--- config.mk ---
export PLATFORM = sky130hd
export DESIGN_NAME = fma_bypass_ctrl
export DESIGN_NICKNAME = d
export VERILOG_FILES = /design/src/rtl/fma_bypass_ctrl.sv
export SDC_FILE = /design/constraint.sdc
export NUM_CORES = 1
export LEC_CHECK = 0
export CAP_MARGIN = 20
export CELL_PAD_IN_SITES_DETAIL_PLACEMENT = 2
export CELL_PAD_IN_SITES_GLOBAL_PLACEMENT = 2
export CORE_MARGIN = 2
export CORE_UTILIZATION = 24
export CTS_CLUSTER_DIAMETER = 30
export DETAILED_ROUTE_END_ITERATION = 8
export PLACE_DENSITY_LB_ADDON = 0.1
export REMOVE_ABC_BUFFERS = 1
export SYNTH_ARGS = -nofsm -noshare
export SYNTH_HDL_FRONTEND = slang
export SYNTH_SLANG_ARGS = --single-unit
--- constraint.sdc ---
create_clock -name clk -period 2.1 [get_ports clk]
set_input_delay 0.42 -clock clk [delete_from_list [all_inputs] [get_ports clk]]
set_output_delay 0.42 -clock clk [all_outputs]
set_load 0.005 [all_outputs]
--- src/rtl/fma_bypass_ctrl.sv ---
// fma_bypass_ctrl: operand bypass and interlock control for a fixed-latency FMA pipeline.
// Define FMA_BYPASS_EN to forward in-flight results; without it any in-flight hit interlocks.
module fma_bypass_ctrl #(
    parameter int WIDTH     = 64,
    parameter int NSRC      = 3,
    parameter int DEPTH     = 4,
    parameter int RES_STAGE = 2
) (
    input  logic                    clk,
    input  logic                    reset_n,
    input  logic                    issue_valid,
    output logic                    issue_ready,
    input  logic                    issue_wen,
    input  logic [4:0]              issue_rd,
    input  logic [NSRC*5-1:0]       src_addr,
    input  logic [NSRC*WIDTH-1:0]   rf_data,
    input  logic                    res_valid,
    input  logic [WIDTH-1:0]        res_data,
    output logic                    op_valid,
    output logic [NSRC*WIDTH-1:0]   op_data,
    output logic [NSRC-1:0]         op_bypassed,
    output logic                    wb_valid,
    output logic [4:0]              wb_rd,
    output logic [WIDTH-1:0]        wb_data
);
    logic             vld_q [DEPTH];
    logic             wen_q [DEPTH];
    logic [4:0]       rd_q  [DEPTH];
    logic             rdy_q [DEPTH];
    logic [WIDTH-1:0] dat_q [DEPTH];
    logic                  fire;
    logic                  res_take;
    logic                  hit;
    logic                  fwd_ok;
    logic [WIDTH-1:0]      fwd_data;
    logic [NSRC-1:0]       stall_d;
    logic [NSRC-1:0]       byp_d;
    logic [NSRC*WIDTH-1:0] opd_d;
    logic                  op_valid_q;
    logic [NSRC-1:0]       op_byp_q;
    logic [NSRC*WIDTH-1:0] op_data_q;

    // a result only lands on a live writer; bubbles and non-writers ignore it
    assign res_take    = res_valid && vld_q[RES_STAGE] && wen_q[RES_STAGE];
    assign issue_ready = ~|stall_d;
    assign fire        = issue_valid && issue_ready;

    // per operand: find the youngest in-flight writer, then forward it or interlock
    always_comb begin
        stall_d  = '0;
        byp_d    = '0;
        opd_d    = rf_data;
        hit      = 1'b0;
        fwd_ok   = 1'b0;
        fwd_data = '0;
        for (int i = 0; i < NSRC; i++) begin
            hit      = 1'b0;
            fwd_ok   = 1'b0;
            fwd_data = '0;
            for (int j = DEPTH - 1; j >= 0; j--) begin
                if (vld_q[j] && wen_q[j] && rd_q[j] == src_addr[i*5 +: 5]) begin
                    hit = 1'b1;
`ifdef FMA_BYPASS_EN
                    fwd_ok   = rdy_q[j] || (j == RES_STAGE && res_valid);
                    fwd_data = (j == RES_STAGE && res_valid) ? res_data : dat_q[j];
`endif
                end
            end
`ifdef FMA_BYPASS_EN
            stall_d[i] = hit && !fwd_ok;
            byp_d[i]   = hit && fwd_ok;
            if (hit && fwd_ok)
                opd_d[i*WIDTH +: WIDTH] = fwd_data;
`else
            stall_d[i] = hit;
`endif
        end
    end

    // in-flight tracker: shifts every cycle, result captured as the RES_STAGE entry moves on
    always_ff @(posedge clk or negedge reset_n) begin
        if (!reset_n) begin
            for (int k = 0; k < DEPTH; k++) begin
                vld_q[k] <= 1'b0;
                wen_q[k] <= 1'b0;
                rd_q[k]  <= '0;
                rdy_q[k] <= 1'b0;
                dat_q[k] <= '0;
            end
        end else begin
            vld_q[0] <= fire;
            wen_q[0] <= fire && issue_wen;
            rd_q[0]  <= fire ? issue_rd : 5'd0;
            rdy_q[0] <= 1'b0;
            dat_q[0] <= '0;
            for (int k = 1; k < DEPTH; k++) begin
                vld_q[k] <= vld_q[k-1];
                wen_q[k] <= wen_q[k-1];
                rd_q[k]  <= rd_q[k-1];
                rdy_q[k] <= rdy_q[k-1] || (k - 1 == RES_STAGE && res_take);
                dat_q[k] <= (k - 1 == RES_STAGE && res_take) ? res_data : dat_q[k-1];
            end
        end
    end

    // operand register: captured on fire, held otherwise
    always_ff @(posedge clk or negedge reset_n) begin
        if (!reset_n) begin
            op_valid_q <= 1'b0;
            op_byp_q   <= '0;
            op_data_q  <= '0;
        end else begin
            op_valid_q <= fire;
            if (fire) begin
                op_byp_q  <= byp_d;
                op_data_q <= opd_d;
            end
        end
    end

    assign op_valid    = op_valid_q;
    assign op_bypassed = op_byp_q;
    assign op_data     = op_data_q;
    assign wb_valid    = vld_q[DEPTH-1] && wen_q[DEPTH-1];
    assign wb_rd       = wb_valid ? rd_q[DEPTH-1] : 5'd0;
    assign wb_data     = wb_valid ? dat_q[DEPTH-1] : '0;
endmodule
==> summary.txt <==
CTS
  • Clock-pin slew on the worst setup and hold paths: 0.05 ns
  • H-tree depth: 3
  • Clk buf depth: 3
  • Total CTS buffers: 88
  • CTS root buf: clkbuf_16
  • Clock tree from TritonCTS: built
  • Clk_lat worst skew: 0.60 ns
  • CTS sink count: 284

Timing
  • Pins over their slew limit: 0
  • Hold Fails Final Rpt: 0
  • Final WS setup: -0.454 ns
  • Worst-Margin Slew: 0.524 ns
  • RSZ-0062 raised after global routing: true
  • # setup viols final: between 200 and 300
  • Final worst path period share: 122%
  • Fmax: 392 MHz
  • Max_slew headroom: about 65%
  • Clk_skew: 0.0191 ns
  • Fin crit period: 2.55 ns

Placed design
  • Placed insts: approximately 1900
  • Gpl congestion: 0.796
  • Post-DP HPWL: approximately 37 mm
  • Port Buffers: ~540

Drt
  • Drt drc: 0
  • Top Metal Used: met5
  • DRT met1 WL: 19.8 mm
  • Metal3 WL: between 5 and 6 mm
  • Pre-Repair DR Iteration Count: 4
  • Avg WL per Cell: 25.5 um
  • Vias per cell: 4.31
  • Post-Route WL: 55.5 mm
  • Drt initial violations: 241
  • Routed Antenna Nets: 0
  • Via count: 9377
  • Wire length on met2: 28.2 mm

Floorplanning
  • Chip height: 224 um
  • Initial Util: 24.4%
  • Die area: 50400 um2
  • Die W: between 200 and 250 um
  • Core Area: 47800 um2
  • Io pins: 548
  • Row count: 80

Power
  • Peak VDD IR: 0.803 mV
  • Power Internal: 18500 uW
  • Share of power burned in registers: about a quarter
  • Sw power: 5550 uW
  • Leakage: 0.0102 uW
  • Pwr Density: 1070 nW/um2
  • Clk pwr share: roughly three fifths
  • Combinational group share of total power: 15.0%
  • Sw Share: 23.1%

Finish
  • Area of the multi-input gates: roughly 4400 um2
  • Commonest non-fill, non-tap cells in the layout: clkdlybuf4s50_1 (470), dfrtp_1 (269), mux2_4 (103), clkbuf_16 (103), mux2_2 (89)
  • Nets: 1758
  • Finished Core Util: 47.0%
  • Cell Count, Final, Fillers Out: ~2200
  • Fillers: 4611
  • Commonest non-fill, non-tap cell in the layout: clkdlybuf4s50_1
  • Layout cells sized above 1: just under 40%
  • Layout area overhead: 93.0%
  • Reg area: 7130 um2

Yosys
  • Warnings, synthesis: 0
  • Top post-synthesis cells by area: dfrtp_1 (61%), mux2_4 (13%), mux2_2 (8.6%)
  • Seq/Total Area, Yosys: about three fifths
  • Post-synthesis cell area: 11700 um2
  • Register bit total from synthesis: 284
  • Top cell type's share of synthesized area: 61.0%
  • Synthesized instance count: 769
  • Synth cell types: 23
  • Cell taking the most area after synthesis: dfrtp_1
  • Mean Syn Cell Area: between 15 and 20 um2

Global routing
  • Vias in the first global route: 10644
  • Largest net degree at the start of global routing: 65
  • Grt ovf: 0
  • First-pass GRT wire length: roughly 74 mm
  • Gr usage total: 20.4%
  • Initial antenna violation count: 21

Status
  • Failing checks: setup timing
  • Status: finished with violations

Worst setup path
  • Critical Path RT: ~2.6 ns
  • Arrival @ worst endpoint: 3.03 ns
  • Crit. End Element: register
  • Critical path class: reg2reg
  • Startpoint Class: register
  • CP Max Fanout: 22

Job
  • Max_cap viols: 0

Min path
  • Worst min-delay path class: in2async
-- cells in the mapped netlist --
| cell | instances |
|---|---|
| buf_2 | 14 |
| and4bb_1 | 1 |
| buf_4 | 3 |
| mux2_4 | 103 |
| mux2_2 | 89 |
| nor4_1 | 2 |
| a21oi_1 | 1 |
| nor3_1 | 11 |
| nand4_1 | 10 |
| dfrtp_1 | 284 |
| clkbuf_1 | 21 |
| or3_1 | 2 |
| and2_1 | 70 |
| xnor2_1 | 44 |
| nand3_1 | 3 |
| buf_8 | 11 |
| conb_1 | 1 |
| xor2_1 | 16 |
| inv_1 | 1 |
| clkbuf_2 | 1 |
| buf_6 | 5 |
| and3_1 | 70 |
| nand2_1 | 6 |
-- what timing repair did --
| item | CTS | global route |
|---|---|---|
| gates resized for setup | 127 | 229 |
| hold buffers | 1 | 0 |
| setup endpoints to repair | 269 | 270 |
| endpoints found under the hold margin | 42 | 0 |
| cloned | 3 | 17 |
| pin swaps | 7 | 24 |
| buffers inserted | 10 | 40 |
-- cell families (layout without fill, tap and decap cells) --
logic type / Yosys count / count (layout) / share of synthesized area (%)
multiplexers: 192 / 192 / 21.9
AO/OA/AOI/OAI: 1 / 1 / 0.0429
XOR/XNOR: 60 / 60 / 4.51
other: 1 / 14 / 0.0322
flip-flops: 284 / 284 / 61.0
AND/OR/NAND/NOR: 175 / 175 / 9.16
buffers and inverters: 56 / 833 / 3.44
-- final cells by class --
class,count,area share [%]
diodes,11,0.122
clock buffers,114,11.1
clock inverters,47,2.94
inverters,1,0.0167
multi-input cells,431,19.6
flip-flops and latches,284,31.7
well taps,615,3.42
repair buffers,671,31.2
-- flip-flops by register name, indices dropped and copies added (netlist names) --
signal    count
op_data     192
dat_q        64
rd_q         20
wen_q         4
vld_q         3
op_valid      1
-- layer usage --
metal	GRT usage (%)	vias up
li1	-	4086
met1	21.8	4759
met2	33.6	409
met3	11.3	103
met4	7.48	20
met5	0	-
-- stage by stage --
stage / cell area [um2] / setup WS, ns / total power [uW] / setup TNS (ns) / hold WS [ns]
floorplan: 11300 / -6.23 / 7610 / -1226.14 / 0.124
global placement: 18100 / -0.991 / 9700 / -175.10 / 0.358
detailed placement: 18100 / -0.935 / 9730 / -173.04 / 0.367
CTS: 21400 / -0.462 / 24100 / -83.28 / 0.336
global route: 22500 / -0.593 / 24900 / -121.88 / 0.344
finish: 22500 / -0.454 / 24100 / -91.47 / 0.332
-- path summary, 6_finish.rpt --
path / end / start / slack, ns / cells after the start
setup / recovery: op_data[24] / rd_q[10] / -0.45 / 9
hold / removal: op_data[61] / reset_n / 0.33 / 2
setup reg to reg: op_data[24] / rd_q[10] / -0.45 / 9
hold reg to reg: vld_q[1] / vld_q[2] / 0.37 / 0
max in group asynchronous: rd_q[18] / reset_n / 0.94 / 3
min in group clk: vld_q[1] / vld_q[2] / 0.37 / 0
-- power by group through the flow --
| stage | clock, uW | sequential (uW) | combinational (uW) |
|---|---|---|---|
| floorplan | 0 | 6470 | 1140 |
| global placement | 0 | 6460 | 3240 |
| detailed placement | 0 | 6460 | 3270 |
| CTS | 14300 | 6430 | 3370 |
| global route | 14600 | 6500 | 3830 |
| finish | 14000 | 6420 | 3610 |
-- worst max-delay path, cell delays in order, from the launching register on --
cell	delay (ns)
dfrtp_2	0.46
xnor2_1	0.16
nand4_1	0.10
nor3_1	0.07
nor4_2	0.36
buf_4	0.17
and4bb_4	0.37
buf_12	0.18
buf_16	0.18
mux2_2	0.35
No activity file was read; power rests on OpenSTA's default activity.
